<file path="config.mk">
export PLATFORM = sky130hd
export DESIGN_NAME = gate_check_settle_timer
export DESIGN_NICKNAME = d
export VERILOG_FILES = /design/src/rtl/gate_check_settle_timer.sv
export SDC_FILE = /design/constraint.sdc
export NUM_CORES = 1
export LEC_CHECK = 0
export ABC_AREA = 1
export CORE_AREA = 5 5 42 44
export DETAILED_ROUTE_END_ITERATION = 10
export DIE_AREA = 0 0 47 49
export SYNTH_ARGS = -nofsm -noshare
export SYNTH_HDL_FRONTEND = slang
export SYNTH_SLANG_ARGS = --single-unit
</file>
<file path="constraint.sdc">
create_clock -name clk -period 2.7 [get_ports clk]
set_clock_uncertainty 0.05 [all_clocks]
set_input_delay 0.54 -clock clk [delete_from_list [all_inputs] [get_ports clk]]
set_output_delay 0.54 -clock clk [all_outputs]
set_load 0.005 [all_outputs]
</file>
<file path="src/rtl/gate_check_settle_timer.sv">
// Loadable down-counter; tc is high once the count has reached zero.
module gate_check_settle_timer #(
  parameter int CNT_W = 4
) (
  input  logic             clk,
  input  logic             rst,
  input  logic             load,
  input  logic [CNT_W-1:0] load_val,
  input  logic             en,
  output logic             tc
);

  logic [CNT_W-1:0] cnt;

  always_ff @(posedge clk or posedge rst) begin
    if (rst) begin
      cnt <= '0;
    end else if (load) begin
      cnt <= load_val;
    end else if (en && cnt != '0) begin
      cnt <= cnt - 1'b1;
    end
  end

  assign tc = (cnt == '0);

endmodule

</file>
==> results by group, run 1 <==
Detailed routing
  • Avg Vias per Cell: around 4.0
  • WL/cell: about 8.4 um
  • Drt first pass iters: 3
  • Detailed router's first-iteration violation count: 3
  • DRC violations left: 0
  • Post-route ant nets: 0
  • Final WL: roughly 620 um
  • Routed via count: 296

Setup path
  • Req. time, crit path: between 2 and 2.5 ns
  • Crit path largest cell delay: 0.49 ns
  • CP startpoint: cnt[0]
  • Startpoint Class: register
  • CP endpoint kind: primary output
  • Critical path peak fanout: 3
  • Worst R2R Setup Slack: 1.49 ns
  • Slowest stage cell, crit path: clkdlybuf4s50_1
  • Top cell by count, worst path: inv_1
  • RR Startpoint: cnt[0]
  • Crit path arrival time: roughly 1.5 ns
  • CP Cell Sequence: inv_1 -> ha_1 -> nand2_2 -> inv_1 -> clkdlybuf4s50_1
  • CP top delay family: buffers and inverters
  • CP bufs+invs: 3
  • Crit path kind: register to primary output

Yosys
  • Seq/Total Area, Yosys: 33.5%
  • #FFs+latches synth: 4
  • Synth Area in XOR/XNOR: 0%
  • Adder-cell area share of the yosys netlist: between 4 and 5%
  • Mapped Area: 299 um^2
  • Largest family of logic cells by synthesized area: simple AND/OR/NAND/NOR gates
  • Syn nets: 56
  • Post-synthesis compound-gate area fraction: under 10%
  • Yosys Warn Count: 0
  • Post-Synth Simple-Gate Area: 49.0%
  • Cell variety after synth: 13
  • Post-synthesis mux area share: 0%
  • Mean post-synth cell area: ~6.4 um^2
  • Cells after synthesis: 47

STA
  • RSZ-0062 raised after global routing: no
  • Relative slew slack: between 80% and 90%
  • Setup-failing EPs final: 0
  • Setup TNS: 0 ns
  • Peak Freq: about 0.47 GHz
  • Final worst-path cycle share: 79.0%
  • Worst Max-Slew Pin Slew: a little under 0.3 ns
  • Post-route minimum period: between 2 and 2.5 ns
  • Hold slack final: between 0.4 and 0.5 ns
  • Final Hold Fails: 0
  • Max Slew Vio Count: 0

GRT
  • First-pass GRT wire length: 972 um
  • Largest net degree at the start of global routing: 9
  • Total GRT Usage: 6.01%
  • Initial antenna violation count: 0
  • GRT overflow: 0
  • Vias in the first global route: 267

Die
  • Die area: between 0.002 and 0.0025 mm^2
  • Site Rows: 14
  • Die Y: between 40 and 50 um
  • Die width: ~47 um
  • Core Box Area: around 0.0014 mm^2
  • Initial Utilization: between 20% and 30%
  • I/O pin cnt: 9

Placed design
  • GPL Wtd Cong: 0.787
  • Final HPWL DP: around 500 um
  • DP Cell Count: 71
  • I/O Buffers: 8
  • Placed Instance Area: 399 um^2

Power
  • Power per cell area: about 570 mW/mm^2
  • Total power draw: about 240 uW
  • Peak VDD IR: 197 uV
  • Pleak: ~0.00023 uW

Clock tree
  • Clk_lat worst skew: between 0.2 and 0.25 ns
  • Clk root buf: clkbuf_4
  • CTS HTree Levels: 1
  • TritonCTS Buffers: 3
  • Post-CTS Repair Setup Buffers: 0
  • CTS resizes: 0
  • Clock tree from TritonCTS: yes
  • CTS max path bufs: 2
  • Clock transition at path regs: approximately 0.04 ns
  • Cts hold-fix bufs: 0
  • CTS sink count: 4

Finish
  • Regs by FF count: cnt: 4 flops
  • Diodes inserted: 0
  • Fin area: approximately 420 um^2
  • Final Net Count: 69
  • Most common cell after layout, fill and taps aside: nand2_1
  • Top reg by flops: cnt
  • Commonest non-fill, non-tap cells in the layout: 21 x nand2_1, 8 x clkdlybuf4s50_1, 6 x inv_1
  • Layout cells sized above 1: 13.8%
  • Fin cells: 74
  • Max reg flops: 4
  • Area grow syn2layout: 41.0%

Run
  • Maxcap violations: 0

Hold path
  • HP Class: input pin to async pin

Run status
  • Status: finished clean
per-stage QoR:
| step | util [%] | setup slack (ns) |
|---|---|---|
| floorplan | - | 1.33 |
| global placement | 28.5 | 0.829 |
| detailed placement | 28.5 | 0.803 |
| CTS | 30.1 | 0.549 |
| global route | 30.1 | 0.486 |
| finish | 30.1 | 0.566 |
cell usage after synthesis, drive strengths merged:
cell | instances | area share (%)
nand2 | 24 | 34
inv | 7 | 8.8
dfrtp | 4 | 33
nand3 | 3 | 5.0
nor2 | 3 | 4.6
nand3b | 2 | 5.0
o21ai | 2 | 3.3
clkinv | 1 | 1.3
ha | 1 | 4.2
path summary, 6_finish.rpt:
| path | endpoint | depth (start not counted) |
|---|---|---|
| setup / recovery | tc | 5 |
| hold / removal | cnt[0] | 2 |
| setup reg to reg | cnt[2] | 7 |
| hold reg to reg | cnt[0] | 2 |
| max in group asynchronous | cnt[3] | 2 |
| min in group clk | cnt[0] | 2 |
report_power, final:
group,internal [uW],total (uW),switching (uW)
logic,39.6,85.2,45.6
clock network,49.6,72.7,23.1
registers,72.5,83.9,11.4
metal layers:
layer / global-route usage, % / share of wire [%] / routed length (um) / up-vias
met5: 0 / 0 / 0 / -
met3: 2.21 / 6.7 / 42 / 0
met2: 7.24 / 46 / 286 / 5
met4: 5.53 / 0 / 0 / 0
li1: - / - / - / 164
met1: 7.80 / 47 / 294 / 127
layout make-up:
class / count / area [um^2]
Inverter: 8 / 30.0
Fill cell: 160 / 980
Tap cell: 16 / 20.0
Clock buffer: 3 / 22.5
Sequential cell: 4 / 100
Multi-Input combinational cell: 35 / 169
Timing Repair Buffer: 8 / 80.1
cell families after synthesis:
logic type               count (synthesis)
AO/OA/AOI/OAI                            2
buffers and inverters                    8
AND/OR/NAND/NOR                         32
adder cells (fa/ha/maj)                  1
flip-flops                               4
No activity file was read; power rests on OpenSTA's default activity.
==> run 2, diff against run 1 <==
Clock period 2.7 ns to 2 ns, I/O delays scaled along.
==> run 2 against run 1 <==
Wire length up 7.5%. Via count up 1.7%. Utilization up 0.89 points. Non-clock buffer count unchanged. Worst setup slack worse by 0.50 ns. Critical path depth unchanged. Sequential share of layout area down 0.68 points. Largest cell class unchanged. Highest routed layer unchanged.
==> results by group, run 2 (synthesis gave the netlist of run 1 again) <==
Run status
  • Status: finished clean (unchanged)

Placed design
  • I/O Buffers: 8 (unchanged)
  • Placed Instance Area: 399 um^2 (unchanged)
  • Pre-CTS WS: 0.243 ns (was 0.803 ns)
  • Final HPWL DP: 501 um (unchanged)
  • DP Cell Count: 71 (unchanged)
  • GPL Wtd Cong: 0.787 (unchanged)

STA
  • Worst Max-Slew Pin Slew: 0.301 ns (was 0.296 ns)
  • Final setup margin: 0.0706 ns (was 0.566 ns)
  • Post-route minimum period: ~1.9 ns
  • Relative slew slack: 79.9% (was 80.2%)
  • Setup TNS: 0 ns (unchanged)
  • Max Slew Vio Count: 0 (unchanged)
  • Final worst-path cycle share: roughly 96%
  • Final Hold Fails: 0 (unchanged)
  • Peak Freq: ~0.52 GHz
  • Setup-failing EPs final: 0 (unchanged)

Clock tree
  • CTS HTree Levels: 1 (unchanged)
  • Cts hold-fix bufs: 0 (unchanged)
  • Post-CTS Repair Setup Buffers: 0 (unchanged)
  • CTS sink count: 4 (unchanged)
  • Clock tree from TritonCTS: yes (unchanged)
  • TritonCTS Buffers: 3 (unchanged)
  • Clk root buf: clkbuf_4 (unchanged)
  • Clock transition at path regs: 0.04 ns (about the same)
  • CTS max path bufs: 2 (unchanged)
  • Clk_lat worst skew: 0.23 ns (about the same)

Setup path
  • CP endpoint kind: primary output (unchanged)
  • CP top delay family: buffers and inverters (unchanged)
  • Startpoint Class: register (unchanged)
  • Req. time, crit path: 1.55 ns (was 2.11 ns)
  • Slowest stage cell, crit path: clkdlybuf4s50_1 (unchanged)
  • Crit path arrival time: 1.48 ns (was 1.54 ns)
  • Crit path kind: register to primary output (unchanged)
  • Crit path largest cell delay: 0.49 ns (about the same)
  • RR Startpoint: cnt[1] (was cnt[0])
  • CP Cell Sequence: inv_1 -> ha_4 -> nand2_2 -> inv_1 -> clkdlybuf4s50_1 (was inv_1 -> ha_1 -> nand2_2 -> inv_1 -> clkdlybuf4s50_1)
  • Critical path peak fanout: 3 (unchanged)
  • CP startpoint: cnt[1] (was cnt[0])
  • Top cell by count, worst path: inv_1 (unchanged)
  • CP bufs+invs: 3 (unchanged)

Power
  • Clock Power Share: 28.7% (was 30.1%)
  • Reg power frac: 33.2% (was 34.7%)
  • Comb power frac: 38.0% (was 35.2%)
  • Peak VDD IR: 265 uV (was 197 uV)
  • Cell-internal power: 226 uW (was 162 uW)
  • Power per cell area: 787 mW/mm^2 (was 574 mW/mm^2)
  • Pleak: 0.000228 uW (about the same)
  • Switching power share of the total: 33.7% (was 33.1%)
  • Switch Pwr: 115 uW (was 80.1 uW)

GRT
  • Total GRT Usage: 5.94% (was 6.01%)
  • Initial antenna violation count: 0 (unchanged)
  • Vias in the first global route: 264 (was 267)
  • First-pass GRT wire length: 959 um (was 972 um)
  • GRT overflow: 0 (unchanged)
  • Largest net degree at the start of global routing: 9 (unchanged)

Finish
  • Multi-input gate area: 181 um^2 (was 169 um^2)
  • Top reg by flops: cnt (unchanged)
  • Fin cells: 74 (unchanged)
  • Area grow syn2layout: 45.2% (was 41.0%)
  • Fill cells: 159 (was 160)
  • Regs by FF count: cnt: 4 flops (unchanged)
  • Util after Layout: 31.0% (was 30.1%)
  • Commonest non-fill, non-tap cells in the layout: 21 x nand2_1, 8 x clkdlybuf4s50_1, 5 x inv_1 (was 21 x nand2_1, 8 x clkdlybuf4s50_1, 6 x inv_1)
  • Layout cells sized above 1: 17.2% (was 13.8%)
  • Final Net Count: 69 (unchanged)
  • Fin area: 434 um^2 (was 422 um^2)
  • Max reg flops: 4 (unchanged)
  • FF/Latch Area: 100 um^2 (unchanged)
  • Diodes inserted: 0 (unchanged)
  • Most common cell after layout, fill and taps aside: nand2_1 (unchanged)

Die
  • Core Box Area: 0.00140 mm^2 (unchanged)
  • Site Rows: 14 (unchanged)
  • Die Y: 49 um (unchanged)
  • Die width: 47 um (unchanged)
  • I/O pin cnt: 9 (unchanged)
  • Initial Utilization: 21.3% (unchanged)
  • Die area: 0.00230 mm^2 (unchanged)

Detailed routing
  • Routed via count: 301 (was 296)
  • Detailed router's first-iteration violation count: 1 (was 3)
  • DRC violations left: 0 (unchanged)
  • Drt first pass iters: 2 (was 3)
  • Avg Vias per Cell: 4.07 (was 4.00)
  • Post-route ant nets: 0 (unchanged)
  • WL/cell: 9.07 um (was 8.43 um)
  • Final WL: 671 um (was 624 um)

Run
  • Maxcap violations: 0 (unchanged)

Hold path
  • HP Class: input pin to async pin (unchanged)
## run 2: cell counts in the layout (fill, tap and decap cells not counted)
Identical to the previous run, type by type.
## run 2: final timing paths
kind	endpoint	slack [ns]	depth (start not counted)
max	tc	0.07	5
min	cnt[0]	0.30	2
max reg2reg	cnt[2]	0.86	7
min reg2reg	cnt[0]	0.49	2
max in group asynchronous	cnt[3]	1.46	2
min in group clk	cnt[0]	0.49	2
## run 2: metal layers
metal  routed length [um]  GRT usage, %  vias to the layer above  part of all wire [%]
li1                     -             -                      166                     -
met1                  293          7.57                      130                    44
met2                  335          7.24                        5                    50
met3                   42          2.21                        0                   6.3
met4                    0          5.53                        0                     0
met5                    0             0                        -                     0
## run 2: cell type report
type	instances	share of cell area (%)
timing repair buffer	8	18.4
tap	16	4.61
multi-input combinational	35	41.8
sequential	4	23.1
inverter	8	6.92
clock buffer	3	5.19
## run 2: repair_timing
action,CTS,global route
hold endpoints to repair,0,0
endpoints found under the setup margin,1,1
gates resized for setup,2,1
## run 2: power groups by stage
stage	Clock (uW)	Sequential, uW	Combinational, uW
3_3_place_gp	0	114	114
6_report	98.2	114	130
2_1_floorplan	0	110	79.3
4_1_cts	105	114	119
5_1_grt	113	116	152
3_5_place_dp	0	114	117
## run 2: through the flow
stage / hold slack [ns] / power (uW)
after detailed placement: 0.465 / 231
after CTS: 0.302 / 337
after floorplan: 0.116 / 190
after global routing: 0.316 / 382
after global placement: 0.467 / 228
final: 0.300 / 342
